`src/rtl/seg7_pkg.sv`:
```
// Shared constants and helpers for the 7-segment scan path and its downstream decoder.
// Used by both builds; the SEG7_LEADING_ZERO_BLANK_EN option lives in seg7_digit_scan.
package seg7_pkg;

    localparam int   DIGIT_W    = 4;
    localparam int   MAX_DIGITS = 8;
    localparam logic AN_OFF     = 1'b1;

    typedef logic [DIGIT_W-1:0] digit_t;

    // Active-low one-hot select; positions at or beyond n stay off.
    function automatic logic [MAX_DIGITS-1:0] onehot_low(input int idx, input int n);
        logic [MAX_DIGITS-1:0] r;
        r = {MAX_DIGITS{AN_OFF}};
        for (int k = 0; k < MAX_DIGITS; k++) begin
            if (k == idx && k < n) begin
                r[k] = ~AN_OFF;
            end
        end
        return r;
    endfunction

endpackage

```
`src/rtl/seg7_tick_div.sv`:
```
// Refresh divider: counts clock cycles within one digit slot and flags the slot's last cycle.
// Identical in all builds, including when SEG7_LEADING_ZERO_BLANK_EN is defined.
module seg7_tick_div #(
    parameter int REFRESH_DIV = 100000,
    parameter int CNT_W       = $clog2(REFRESH_DIV)
) (
    input  logic             clk,
    input  logic             rst,
    output logic [CNT_W-1:0] cnt_o,
    output logic             term_o
);

    logic [CNT_W-1:0] cnt_q;
    logic [CNT_W-1:0] cnt_d;
    logic             term;

    assign term = (cnt_q == CNT_W'(REFRESH_DIV - 1));

    always_comb begin
        cnt_d = cnt_q + CNT_W'(1);
        if (term) begin
            cnt_d = '0;
        end
    end

    always_ff @(posedge clk or posedge rst) begin
        if (rst) begin
            cnt_q <= '0;
        end else begin
            cnt_q <= cnt_d;
        end
    end

    assign cnt_o  = cnt_q;
    assign term_o = term;

endmodule

```
`src/rtl/seg7_digit_scan.sv`:
```
// Time-multiplexed scanner for an N-digit common-anode display with per-frame snapshots.
// Define SEG7_LEADING_ZERO_BLANK_EN to suppress leading zero digits (digit 0 always shown).
module seg7_digit_scan
    import seg7_pkg::*;
#(
    parameter int NUM_DIGITS  = 4,
    parameter int REFRESH_DIV = 100000,
    parameter int GUARD       = 2
) (
    input  logic                    clk,
    input  logic                    rst,
    input  logic [NUM_DIGITS*4-1:0] value_i,
    input  logic [NUM_DIGITS-1:0]   dp_i,
    input  logic                    blank_i,
    output logic [3:0]              digit_o,
    output logic [NUM_DIGITS-1:0]   an_o,
    output logic                    dp_o,
    output logic                    tick_o,
    output logic                    frame_o
);

    localparam int IDX_W = (NUM_DIGITS > 1) ? $clog2(NUM_DIGITS) : 1;
    localparam int CNT_W = $clog2(REFRESH_DIV);

    logic [CNT_W-1:0]              cnt;
    logic                          term;
    logic [IDX_W-1:0]              idx_q, idx_d;
    digit_t [NUM_DIGITS-1:0]       snap_q, snap_d;
    logic [NUM_DIGITS-1:0]         dps_q, dps_d;
    logic                          blank_q;
    logic                          load_pend_q, load_pend_d;
    logic                          last_idx;
    logic                          frame;
    logic [NUM_DIGITS-1:0]         suppress;
    logic                          in_guard;
    digit_t                        sel_digit;
    logic                          sel_dp;
    logic                          sel_sup;
    logic                          an_on;

    seg7_tick_div #(
        .REFRESH_DIV (REFRESH_DIV),
        .CNT_W       (CNT_W)
    ) u_tick_div (
        .clk    (clk),
        .rst    (rst),
        .cnt_o  (cnt),
        .term_o (term)
    );

    assign last_idx = (idx_q == IDX_W'(NUM_DIGITS - 1));
    assign frame    = term & last_idx;

    // Snapshot refreshes only at frame boundaries so a frame never mixes old and new digits.
    always_comb begin
        idx_d       = idx_q;
        snap_d      = snap_q;
        dps_d       = dps_q;
        load_pend_d = load_pend_q;
        if (term) begin
            idx_d = last_idx ? '0 : idx_q + IDX_W'(1);
        end
        if (frame || load_pend_q) begin
            snap_d      = value_i;
            dps_d       = dp_i;
            load_pend_d = 1'b0;
        end
    end

    always_ff @(posedge clk or posedge rst) begin
        if (rst) begin
            idx_q       <= '0;
            snap_q      <= '0;
            dps_q       <= '0;
            blank_q     <= 1'b1;
            load_pend_q <= 1'b1;
        end else begin
            idx_q       <= idx_d;
            snap_q      <= snap_d;
            dps_q       <= dps_d;
            blank_q     <= blank_i;
            load_pend_q <= load_pend_d;
        end
    end

`ifdef SEG7_LEADING_ZERO_BLANK_EN
    // A digit is dark when it and every more-significant digit are zero.
    always_comb begin
        logic zero_run;
        suppress = '0;
        zero_run = 1'b1;
        for (int k = NUM_DIGITS - 1; k > 0; k--) begin
            zero_run    = zero_run & (snap_q[k] == '0);
            suppress[k] = zero_run;
        end
    end
`else
    assign suppress = '0;
`endif

    generate
        if (GUARD == 0) begin : g_no_guard
            assign in_guard = 1'b0;
        end else begin : g_guard
            assign in_guard = (cnt < CNT_W'(GUARD));
        end
    endgenerate

    always_comb begin
        sel_digit = '0;
        sel_dp    = 1'b0;
        sel_sup   = 1'b0;
        for (int k = 0; k < NUM_DIGITS; k++) begin
            if (idx_q == IDX_W'(k)) begin
                sel_digit = snap_q[k];
                sel_dp    = dps_q[k];
                sel_sup   = suppress[k];
            end
        end
    end

    assign an_on   = ~blank_q & ~in_guard & ~sel_sup;
    assign an_o    = an_on ? NUM_DIGITS'(onehot_low(int'(idx_q), NUM_DIGITS))
                           : {NUM_DIGITS{AN_OFF}};
    assign dp_o    = an_on ? ~sel_dp : AN_OFF;
    assign digit_o = sel_digit;
    assign tick_o  = term;
    assign frame_o = frame;

endmodule

```
`config.mk`:
```
export PLATFORM = sky130hd
export DESIGN_NAME = seg7_digit_scan
export DESIGN_NICKNAME = d
export VERILOG_FILES = /design/src/rtl/seg7_pkg.sv /design/src/rtl/seg7_tick_div.sv /design/src/rtl/seg7_digit_scan.sv
export SDC_FILE = /design/constraint.sdc
export NUM_CORES = 1
export LEC_CHECK = 0
export BUFFER_PORTS_ARGS = -buffer_cell sky130_fd_sc_hd__buf_2
export CORE_MARGIN = 2
export CORE_UTILIZATION = 50
export DETAILED_ROUTE_END_ITERATION = 12
export GPL_ROUTABILITY_DRIVEN = 0
export PLACE_DENSITY = 0.75
export SETUP_SLACK_MARGIN = 0.15
export SKIP_LAST_GASP = 1
export SYNTH_ARGS = -nofsm -noshare
export SYNTH_HDL_FRONTEND = slang
export SYNTH_SLANG_ARGS = --single-unit
```
`constraint.sdc`:
```
create_clock -name clk -period 1.96 [get_ports clk]
set_clock_uncertainty 0.1 [all_clocks]
set_input_delay 0.294 -clock clk [delete_from_list [all_inputs] [get_ports clk]]
set_output_delay 0.294 -clock clk [all_outputs]
set_load 0.005 [all_outputs]
```
---- After elaboration in Yosys (flattened, before gate mapping) ----
Cells that the tools add are included.
cells by class
  add/sub/neg operators ................... 2
  magnitude comparators ................... 1
  equal/unequal tests ..................... 7
  muxes and demuxes ....................... 16
  bitwise logic cells ..................... 5
  reductions and logical operators ........ 3
operators by type and width
  operator                                                               number
  4-bit two-way mux                                                      5
  17-bit by 1-bit adder with 17-bit output, second input constant        1
  17-bit == test, second input constant                                  1
  17-bit by 2-bit < comparator with 1-bit output, second input constant  1
  17-bit two-way mux                                                     1
  1-bit two-way mux                                                      9
  2-bit == test, first input constant                                    2
  2-bit == test, second input constant                                   2
  2-bit zero test                                                        2
  1-bit inverter                                                         3
  2-bit by 1-bit adder with 2-bit output, second input constant          1
  1-bit AND                                                              2
  1-bit by 2-bit == test with 1-bit output, first input constant         1
  2-bit by 1-bit == test with 1-bit output, second input constant        1
  2-bit two-way mux                                                      1
  1-bit logical OR                                                       1
storage, ports and cells
  register bits ........................... 41
  word-level logic and storage cells ...... 43

---- Logic depth before layout (Yosys ltp) ----
Gate-level depths: netlist of run 1.
  depth in word-level cells ............... 7
  gate-level depth with buffers ........... 7
  depth with buffers taken out ............ 6

---- By module ----
Synthesis of run 1 repeated with hierarchy kept, for this count alone.
second synthesis, totals
  cells, all modules ...................... 178
  area, all modules ....................... 2098.3 µm²
modules (own cells, without submodules)
  module           times used  cells each  area each (µm²)  sequential area each (µm²)
  seg7_digit_scan  1           103         1272.5           603.1
  seg7_tick_div    1           75          825.8            425.4

---- Least setup slack after synthesis of run 1 ----
No wires, ideal clock.
  path kind ............................... reg-to-reg
  start ................................... reg u_tick_div.cnt_q[0], in the netlist u_tick_div.cnt_o[0]
  end ..................................... reg dps_q[0]
  library setup time ...................... 0.125 ns
  data arrival time ....................... 1.839 ns
  slack ................................... -0.104 ns
  cell stages (with the launch flop) ...... 7
  path buffers ............................ 1
  period minus slack after synthesis ...... 2.064 ns
  cell sequence ........................... dfrtp_1 ha_1 nand4_1 or3_4 o31ai_4 buf_6 mux2_2
between the ends
  longest elaborated chain between the ends .. 3
RTL lines
  element                 line                   source
  start, declared         seg7_tick_div.sv:13    logic [CNT_W-1:0] cnt_q;
  start signal, assigned  seg7_tick_div.sv:30    cnt_q <= cnt_d;
  17-bit == test          seg7_tick_div.sv:17    assign term = (cnt_q == CNT_W'(REFRESH_DIV - 1));
  1-bit AND               seg7_digit_scan.sv:52  assign frame = term & last_idx;
  1-bit logical OR        seg7_digit_scan.sv:63  if (frame || load_pend_q) begin
  end signal, assigned    seg7_digit_scan.sv:80  dps_q <= dps_d;
  end, declared           seg7_digit_scan.sv:29  logic [NUM_DIGITS-1:0] dps_q, dps_d;
Every way passes these cells.
A chain may end at the register's enable or synchronous reset.

---- Worst setup path in the final report of run 1 ----
  start ................................... reg u_tick_div.cnt_q[4], in the netlist u_tick_div.cnt_o[4]
  end ..................................... reg snap_q[4] (netlist name)
between the ends
  longest elaborated chain between the ends .. 3
RTL lines
  element               line                   source
  17-bit == test        seg7_tick_div.sv:17
  1-bit AND             seg7_digit_scan.sv:52
  1-bit logical OR      seg7_digit_scan.sv:63
  end signal, assigned  seg7_digit_scan.sv:79  snap_q <= snap_d;
  end, declared         seg7_digit_scan.sv:28  digit_t [NUM_DIGITS-1:0] snap_q, snap_d;
Every way passes these cells.

==> out/metrics.cfg, run 1 <==
[worst_setup_path]
cp_top_family = simple AND/OR/NAND/NOR gates
cp-end-kind = flop
start_kind = flop
crit_start = u_tick_div.cnt_o[4]
r2r_start = u_tick_div.cnt_o[4]
crit_chain = nand3_1 -> or3_4 -> o31ai_4 -> buf_6 -> buf_6 -> buf_16 -> mux2_2
crit_buf_inv = 3
worst_path_most_repeated_cell = buf_6
critPathArrivalTime_ns = 2.32
crit_required_ns = 2.05
critPathMaxFanout = 5
setup.worst_path.class = flop to flop
crit_slowest_cell = or3_4
slowest_delay_ns = 0.45

[timing]
rsz0062_at_grt = yes
period_share = 1.14
tightest_slew_ns = 0.536
slew_headroom = 0.642
setup_violations = 31
drv_slew = 0
holdWs_ns = 0.0483
hold_violations = 0
finalWorstSetupSlack_ns = -0.274
period_needed_ns = 2.23
clock.fmax_mhz = 448

[drt]
routed_wl_mm = 5.66
via_count = 1680
routedWlPerCell_microns = 18.5
drc_errors = 0
viasPerCell = 5.49
first_iter_violations = 134
firstDrtPassIters = 4
ant_nets = 0

[run_status]
violations = setup timing
status = finished with violations

[synth]
synth.avg_cell_area_sq_um = 11.3
async_flop_share = 1.00
ys_seq_elements = 41
yosysWarnings = 0
synth.net_count = 203
synth-edff-count = 0
yosys.cell_types.count = 32
synthCells = 175
synth_top_cell_by_area = dfrtp_1
synth.top_cell.area_share = 0.496
synth_seq_area_share = 0.522
syn-cell-area_sq_um = 1970
synth-main-ff-cell = dfrtp_1
netlist_top_cells_area = dfrtp_1, mux2_2, nand2_1

[clock_tree]
root_buffer = clkbuf_8
cts_tree = built
clock_latency_ns = 0.30
cts_buffer_depth = 2
h-tree-depth = 2
clk_pin_slew_ns = 0.08
cts_sinks = 41
cts_made_buffers = 5

[floorplanning]
core_sq_um = 3720
start_util = 0.530
die_y_microns = 66.8
dieWidth_microns = 66.8
io_pins = 34
dieArea_sq_um = 4460
fp-row-count = 22

[power]
pwr-share-seq = 0.539
p_leak_nw = 1.41
peakVddDrop_v = 0.000413
p_clk_frac = 0.333
internal-power_mw = 1.31
sw_frac_of_total = 0.236
powerDensity_nw_per_um2 = 561
switchingPower_uw = 404
pwr-share-comb = 0.128

[grt]
grt_overflow = 0
track_usage = 0.228
grt_start_max_net_pins = 42
grt_pass1_vias = 1624
antenna_found_initial = 0
grt_pass1_wl_mm = 7.40

[finish]
nets = 286
n_antenna_cell = 0
final_cell_area_sq_um = 3050
area_delta_synth_final_pct = 54.9
drive_gt1_frac = 0.550
final_common_cell = dfrtp_1
final_cell_mix = dfrtp_1, buf_2, buf_4, mux2_4, nand2_1

[min_path]
holdCritPathClass = input pin to async pin

[place]
portBuffers = 33
placedInstanceArea_sq_um = 2350
dpl.hpwl_mm = 2.88
pre_cts_slack_ns = -0.113

[flow_run]
max_cap_violations = 0

-- state kept, by name (all words and copies together) (netlist names) --
name              count
blank_q               1
dps_q                 4
idx_q                 2
load_pend_q           1
snap_q               16
u_tick_div.cnt_o     17
-- through the flow --
stage	power, mW	util	TNS, ns	cells
2_1_floorplan	1.01	-	-0.637	175
3_3_place_gp	1.06	0.633	-0.167	274
3_5_place_dp	1.06	0.633	-2.10	274
4_1_cts	1.65	0.728	-3.96	292
5_1_grt	1.77	0.821	-8.21	306
6_report	1.71	0.821	-5.78	306
-- cell families (layout without fill, tap and decap cells) --
kind of cell | after synthesis | count (layout) | synth area share
AND/OR/NAND/NOR | 64 | 64 | 0.168
flip-flops | 41 | 41 | 0.522
multiplexers | 22 | 22 | 0.125
AO/OA/AOI/OAI | 16 | 16 | 0.0597
XOR/XNOR | 13 | 13 | 0.0578
buffers and inverters | 13 | 96 | 0.0330
adder cells (fa/ha/maj) | 5 | 5 | 0.0318
other | 1 | 1 | 0.00190
-- tightest hold or removal path, delay by kind of cell --
family	cells	cell delay, ns
buffers and inverters	3	0.60
-- power by group through the flow --
stage / clock network, mW / registers (mW) / logic [mW]
finish: 0.571 / 0.922 / 0.218
global route: 0.608 / 0.927 / 0.234
CTS: 0.570 / 0.915 / 0.164
detailed placement: 0 / 0.930 / 0.135
global placement: 0 / 0.927 / 0.131
floorplan: 0 / 0.921 / 0.0874
-- timing repair --
| item | CTS | global route |
|---|---|---|
| pin swaps | 7 | 10 |
| endpoints found under the hold margin | 1 | 0 |
| buffers inserted | 8 | 12 |
| hold buffers | 1 | 0 |
| cloned | 2 | 2 |
| setup endpoints to repair | 41 | 43 |
| resized for setup | 35 | 44 |
-- path summary, 6_finish.rpt --
check / endpoint / slack, ns / depth (start not counted)
setup / recovery: snap_q[4] / -0.27 / 7
hold / removal: snap_q[9] / 0.05 / 3
setup reg to reg: snap_q[4] / -0.27 / 7
hold reg to reg: snap_q[4] / 0.42 / 1
max in group asynchronous: idx_q[0] / 1.32 / 3
min in group clk: snap_q[14] / 0.13 / 2
-- Yosys cell counts, drive strengths merged (3+ instances only) --
library cell	count
nor3	4
a21oi	4
ha	5
mux2	21
nand2	19
nand3	5
inv	7
o21ai	3
nor2b	5
dfrtp	39
nand4	4
xor2	6
nor2	11
nor4	5
a221oi	3
xnor2	7
buf	3
o31ai	4
or4	4
clkbuf	3
-- routing by layer --
metal  vias to the layer above  routed length [microns]  track usage
met5                         -                        0            0
met4                         0                      149       0.0944
met3                        13                      224       0.0608
met2                        53                     2990        0.396
met1                       832                     2300        0.265
li1                        782                        -            -
-- cell type report --
class	count	area [sq um]
Clock buffer	7	86.3
Fill cell	189	666
Inverter	7	28.8
Multi-Input combinational cell	121	1190
Sequential cell	41	1030
Tap cell	48	60.1
Timing Repair Buffer	82	656
Power figures use the tool's default switching activity.
==> run 2, diff against run 1 <==
- MAX_ROUTING_LAYER: unset -> met4
==> run 2 against run 1 <==
Net effect:
- the flow still finishes with violations (setup timing)
- maximum frequency grew 0.33%
- clock power shrank 1%
- sequential share of layout area grew 0.13 points
- utilization shrank 0.30 points
- worst hold slack lost 0.024 ns
- count of clock-buffer cells in the layout is the same
- flip-flop and latch count is the same
- total power shrank 0.17%
==> out/metrics.cfg, run 2 (same netlist as run 1, synthesis figures left out) <==
[timing]
period_share = 1.14  ; about the same
setup_violations = 31  ; unchanged
drv_slew = 0  ; unchanged
finalWorstSetupSlack_ns = -0.267  ; was -0.274 ns
slew_headroom = 0.659  ; was 0.642
tns_ns = -5.76  ; was -5.78 ns
tightest_slew_ns = 0.512  ; was 0.536 ns
rsz0062_at_grt = yes  ; unchanged
period_needed_ns = 2.23  ; about the same
clock.fmax_mhz = 449  ; was 448 MHz
hold_violations = 0  ; unchanged

[finish]
drive_gt1_frac = 0.545  ; was 0.550
area_delta_synth_final_pct = 54.3  ; was 54.9%
regArea_sq_um = 1030  ; unchanged
nets = 285  ; was 286
final_cell_mix = dfrtp_1, buf_2, buf_4, mux2_4, nand2_1  ; unchanged
n_antenna_cell = 0  ; unchanged
final_common_cell = dfrtp_1  ; unchanged
largest_reg_flops = 17  ; unchanged
fillers = 191  ; was 189
multi_input_area_sq_um = 1190  ; about the same

[worst_setup_path]
setup.worst_path.class = flop to primary output  ; was flop to flop
crit_slowest_cell = or4_4  ; was or3_4
start_kind = flop  ; unchanged
critPathArrivalTime_ns = 1.83  ; was 2.32 ns
slowest_delay_ns = 0.51  ; was 0.45 ns
rrSetupSlack_ns = -0.27  ; about the same
critPathMaxFanout = 5  ; unchanged
r2r_start = u_tick_div.cnt_o[4]  ; unchanged
crit_chain = or4_4 -> nor4_4 -> a31oi_2 -> nand2_1 -> buf_2  ; was nand3_1 -> or3_4 -> o31ai_4 -> buf_6 -> buf_6 -> buf_16 -> mux2_2
crit_buf_inv = 1  ; was 3
cp-end-kind = primary output  ; was flop
crit_required_ns = 1.57  ; was 2.05 ns
cp_top_family = simple AND/OR/NAND/NOR gates  ; unchanged
rr_endpoint = snap_q[4]  ; unchanged
rr_worst_depth = 7  ; unchanged

[drt]
routedWlPerCell_microns = 19.2  ; was 18.5 microns
routed_wl_mm = 5.84  ; was 5.66 mm
first_iter_violations = 103  ; was 134
via_count = 1664  ; was 1,680
viasPerCell = 5.46  ; was 5.49
drc_errors = 0  ; unchanged
firstDrtPassIters = 4  ; unchanged
ant_nets = 0  ; unchanged

[clock_tree]
cts_tree = built  ; unchanged
cts_buffer_depth = 2  ; unchanged
root_buffer = clkbuf_8  ; unchanged
clk_pin_slew_ns = 0.08  ; about the same
clock_latency_ns = 0.30  ; about the same
h-tree-depth = 2  ; unchanged
cts_made_buffers = 5  ; unchanged
cts_sinks = 41  ; unchanged

[place]
portBuffers = 33  ; unchanged
dpl.hpwl_mm = 2.88  ; unchanged

[grt]
grt_pass1_wl_mm = 7.42  ; was 7.40 mm
grt_start_max_net_pins = 42  ; unchanged
grt_pass1_vias = 1633  ; was 1,624
antenna_found_initial = 0  ; unchanged
grt_overflow = 0  ; unchanged
track_usage = 0.234  ; was 0.228

[power]
power_mw = 1.71  ; about the same
p_leak_nw = 1.41  ; about the same
powerDensity_nw_per_um2 = 562  ; was 561 nW/um^2
peakVddDrop_v = 0.000438  ; was 0.000413 V

[run_status]
violations = setup timing  ; unchanged
status = finished with violations  ; unchanged

[floorplanning]
dieArea_sq_um = 4460  ; unchanged
core_sq_um = 3720  ; unchanged
fp-row-count = 22  ; unchanged
die_y_microns = 66.8  ; unchanged
start_util = 0.530  ; unchanged
dieWidth_microns = 66.8  ; unchanged
io_pins = 34  ; unchanged

[min_path]
holdCritPathClass = input pin to async pin  ; unchanged

[flow_run]
max_cap_violations = 0  ; unchanged

## run 2: cell types whose count changed in the layout (fill, tap and decap cells not counted), sizes merged
cell and delta:
buf -1
## run 2: power breakdown
part	switching, mW	internal (mW)	total (mW)
registers	0.0343	0.891	0.925
logic	0.0820	0.137	0.219
clock network	0.285	0.280	0.565
## run 2: final cells by class
class | instances | share of cell area
Clock buffer | 7 | 0.0284
Inverter | 7 | 0.00947
Multi-Input combinational cell | 121 | 0.390
Sequential cell | 41 | 0.339
Tap cell | 48 | 0.0198
Timing Repair Buffer | 81 | 0.213
## run 2: worst max-delay path by stage
stage,start,end,slack (ns),depth (start not counted)
floorplan,u_tick_div.cnt_o[0],dps_q[0],-0.03,6
global placement,u_tick_div.cnt_o[13],snap_q[7],-0.01,5
detailed placement,u_tick_div.cnt_o[13],snap_q[0],-0.11,5
CTS,u_tick_div.cnt_o[9],an_o[0],-0.21,5
global route,u_tick_div.cnt_o[9],an_o[1],-0.35,5
finish,u_tick_div.cnt_o[3],an_o[1],-0.27,5
## run 2: through the flow
step,util,hold slack (ns),std cells,setup WS [ns],cell area (sq um)
CTS,0.728,0.0285,292,-0.205,2710
finish,0.818,0.0246,305,-0.267,3040
detailed placement,0.633,0.301,274,-0.113,2350
global placement,0.633,0.299,274,-0.0126,2350
floorplan,-,0.198,175,-0.0326,1970
global route,0.818,0.0678,305,-0.347,3040
## run 2: worst register-to-register path: cells and delay by family (launching register included)
kind,cells,cell delay [ns]
AO/OA/AOI/OAI,1,0.25
multiplexers,1,0.33
buffers and inverters,3,0.37
AND/OR/NAND/NOR,2,0.61
flip-flops,1,0.45
## run 2: what timing repair did
action	CTS	global route
resized for setup	35	43
gates cloned	2	2
hold endpoints to repair	1	0
pin swaps	7	10
setup endpoints to repair	41	43
setup buffers	8	11
hold buffers	1	0
## run 2: metal layers
metal | vias to the layer above | track usage | share of wire
met2 | 39 | 0.403 | 0.52
met5 | - | - | 0
met3 | 9 | 0.0608 | 0.040
met1 | 838 | 0.262 | 0.42
li1 | 778 | - | -
met4 | 0 | 0.0893 | 0.017
==> run 3, diff against run 2 <==
- ABC_AREA: unset -> 1
- CORE_ASPECT_RATIO: unset -> 1.1
==> run 3 against run 2 <==
Net effect:
- the flow still finishes with violations (setup timing)
- worst setup slack improved by 0.19 ns
- critical path depth increased by 5
- utilization decreased by 16 points
- via count increased by 13%
- non-clock buffer count decreased by 28
- global-route usage decreased by 1.8 points
- worst hold slack got worse by 0.010 ns
- register-to-register slack improved by 0.49 ns
- clock power decreased by 6.7%
- synthesized cell count increased by 57%
- die area increased by 7.0%
- cell count increased by 24%
- largest cell class is now flip-flops and latches
- largest power group unchanged
- highest routed layer unchanged
==> out/metrics.cfg, run 3 <==
[floorplanning]
start_util = 0.526  ; was 0.530
dieWidth_microns = 66.0  ; was 66.8 microns
dieArea_sq_um = 4770  ; was 4460 sq um
die_y_microns = 72.2  ; was 66.8 microns
core_sq_um = 4020  ; was 3720 sq um
fp-row-count = 24  ; was 22
io_pins = 34  ; unchanged

[flow_run]
max_cap_violations = 0  ; unchanged

[synth]
ys_seq_elements = 41  ; unchanged
synth-main-ff-cell = dfrtp_1  ; unchanged
synth-xor-area-share = 0.0455  ; was 0.0578
yosys.area_share.adder = 0.0296  ; was 0.0318
synth_compound_area_frac = 0.0556  ; was 0.0597
synth.top_cell.area_share = 0.461  ; was 0.496
synthCells = 274  ; was 175
yosys.area_share.simple = 0.311  ; was 0.168
syn-cell-area_sq_um = 2120  ; was 1970 sq um
synth-edff-count = 0  ; unchanged
synth_top_family_by_area = simple AND/OR/NAND/NOR gates  ; unchanged
async_flop_share = 1.00  ; unchanged
yosys.cell_count.top_type = nand2_1  ; was dfrtp_1
synth_seq_area_share = 0.486  ; was 0.522
netlist_top_cells_area = dfrtp_1, nand2_1, nand3_1  ; was dfrtp_1, mux2_2, nand2_1
synth_top_cell_by_area = dfrtp_1  ; unchanged
yosysWarnings = 0  ; unchanged
synthMuxAreaShare = 0  ; was 0.125
yosys.cell_types.count = 24  ; was 32
synth.net_count = 302  ; was 203
synthTopCellsByCount = nand2_1, dfrtp_1, nand3_1  ; was dfrtp_1, mux2_2, nand2_1
synth.avg_cell_area_sq_um = 7.73  ; was 11.3 sq um

[grt]
antenna_found_initial = 0  ; unchanged
grt_overflow = 0  ; unchanged
grt_pass1_vias = 1888  ; was 1,633
grt_pass1_wl_mm = 7.70  ; was 7.42 mm
grt_start_max_net_pins = 42  ; unchanged
track_usage = 0.217  ; was 0.234

[clock_tree]
h-tree-depth = 2  ; unchanged
clock_latency_ns = 0.29  ; was 0.30 ns
cts_made_buffers = 5  ; unchanged
cts_sinks = 41  ; unchanged
cts_tree = built  ; unchanged
clk_pin_slew_ns = 0.08  ; about the same
cts_buffer_depth = 2  ; unchanged
root_buffer = clkbuf_8  ; unchanged

[drt]
routedWlPerCell_microns = 12.5  ; was 19.2 microns
viasPerCell = 4.96  ; was 5.46
first_iter_violations = 107  ; was 103
routed_wl_mm = 4.71  ; was 5.84 mm
ant_nets = 0  ; unchanged
firstDrtPassIters = 4  ; unchanged
drc_errors = 0  ; unchanged
via_count = 1874  ; was 1,664

[finish]
nets = 353  ; was 285
drive_gt1_frac = 0.255  ; was 0.545
largest_reg_flops = 17  ; unchanged
area_delta_synth_final_pct = 24.1  ; was 54.3%
final_cell_mix = nand2_1, dfrtp_1, buf_2, nand3_1, nor2_1  ; was dfrtp_1, buf_2, buf_4, mux2_4, nand2_1
final_common_cell = nand2_1  ; was dfrtp_1
n_antenna_cell = 0  ; unchanged

[min_path]
holdCritPathClass = input pin to async pin  ; unchanged

[place]
portBuffers = 33  ; unchanged
pre_cts_slack_ns = 0.116  ; was -0.113 ns
dpl.hpwl_mm = 3.23  ; was 2.88 mm

[timing]
tightest_slew_ns = 0.524  ; was 0.512 ns
period_share = 1.04  ; was 1.14
hold_violations = 0  ; unchanged
clock.fmax_mhz = 492  ; was 449 MHz
finalWorstSetupSlack_ns = -0.0735  ; was -0.267 ns
period_needed_ns = 2.03  ; was 2.23 ns
setup_violations = 5  ; was 31
slew_headroom = 0.651  ; was 0.659
holdWs_ns = 0.0142  ; was 0.0246 ns
drv_slew = 0  ; unchanged
rsz0062_at_grt = yes  ; unchanged

[power]
power_mw = 1.57  ; was 1.71 mW
powerDensity_nw_per_um2 = 596  ; was 562 nW/um^2
p_leak_nw = 1.36  ; was 1.41 nW
peakVddDrop_v = 0.000495  ; was 0.000438 V

[worst_setup_path]
start_kind = flop  ; unchanged
setup.worst_path.class = flop to primary output  ; unchanged
crit_required_ns = 1.57  ; about the same
cp-end-kind = primary output  ; unchanged
critPathArrivalTime_ns = 1.64  ; was 1.83 ns
critPathMaxFanout = 5  ; unchanged
rr_worst_depth = 10  ; was 7

[run_status]
status = finished with violations  ; unchanged
violations = setup timing  ; unchanged

-- run 3: changes by cell type in the layout (fill, tap and decap cells not counted), sizes merged, moves of 10 or more --
cell / change
nand2: +69
buf: -27
nand3: +27
mux2: -21
nor2: +20
inv: +19
o21ai: +10
-- run 3: path summary, 6_finish.rpt --
| path | startpoint | endpoint | slack, ns |
|---|---|---|---|
| max in group asynchronous | rst | blank_q | 1.37 |
| worst max register to register | u_tick_div.cnt_o[1] | dps_q[1] | 0.22 |
| worst min-delay path | rst | snap_q[13] | 0.01 |
| min in group clk | value_i[2] | snap_q[2] | 0.09 |
| worst min register to register | dps_q[3] | dps_q[3] | 0.40 |
| worst max-delay path | idx_q[0] | digit_o[1] | -0.07 |
-- run 3: where the power goes --
| part | switching, mW | internal (mW) |
|---|---|---|
| Combinational | 0.0731 | 0.0575 |
| Sequential | 0.0215 | 0.886 |
| Clock | 0.281 | 0.247 |
| Total | 0.375 | 1.19 |
-- run 3: kinds of logic after synthesis --
family / after synthesis
and+or+nand+nor: 158
DFF: 41
buffers and inverters: 35
AOI/OAI and AO/OA: 23
xor gates and xnor gates: 11
adders and majority gates: 5
other: 1
-- run 3: area by class of cell --
type / instances / area (sq um)
fill: 360 / 1400
inverter: 26 / 97.6
sequential: 41 / 1030
clock buffer: 6 / 72.6
clock inverter: 2 / 10.0
multi-input combinational: 198 / 1020
tap: 52 / 65.1
timing repair buffer: 53 / 335
-- run 3: through the flow --
stage / setup TNS, ns / instances / util / cell area, sq um
2_1_floorplan: 0 / 274 / - / 2120
3_3_place_gp: 0 / 359 / 0.587 / 2360
3_5_place_dp: 0 / 359 / 0.587 / 2360
4_1_cts: -0.476 / 375 / 0.632 / 2540
5_1_grt: -0.955 / 378 / 0.653 / 2630
6_report: -0.252 / 378 / 0.653 / 2630
-- run 3: critical path, stage by stage, from the launching register on --
cell	delay (ns)
dfrtp_1	0.43
inv_2	0.10
ha_4	0.14
inv_2	0.03
nor2_2	0.09
buf_6	0.13
nand2_2	0.05
nand2_1	0.06
o21ai_1	0.06
o21ai_1	0.13
buf_2	0.14
-- run 3: timing repair --
action                                  CTS  global route
hold endpoints to repair                  1             0
pin swaps                                 6             7
resized for setup                        22            14
buffers inserted                          7             3
hold buffers                              1             0
endpoints found under the setup margin   11            31
-- run 3: per-layer routing --
metal	GRT usage	vias to the layer above	part of all wire
met1	0.229	880	0.42
met5	-	-	0
met3	0.0512	2	0.033
li1	-	956	-
met2	0.389	36	0.54
met4	0.0816	0	0.0062
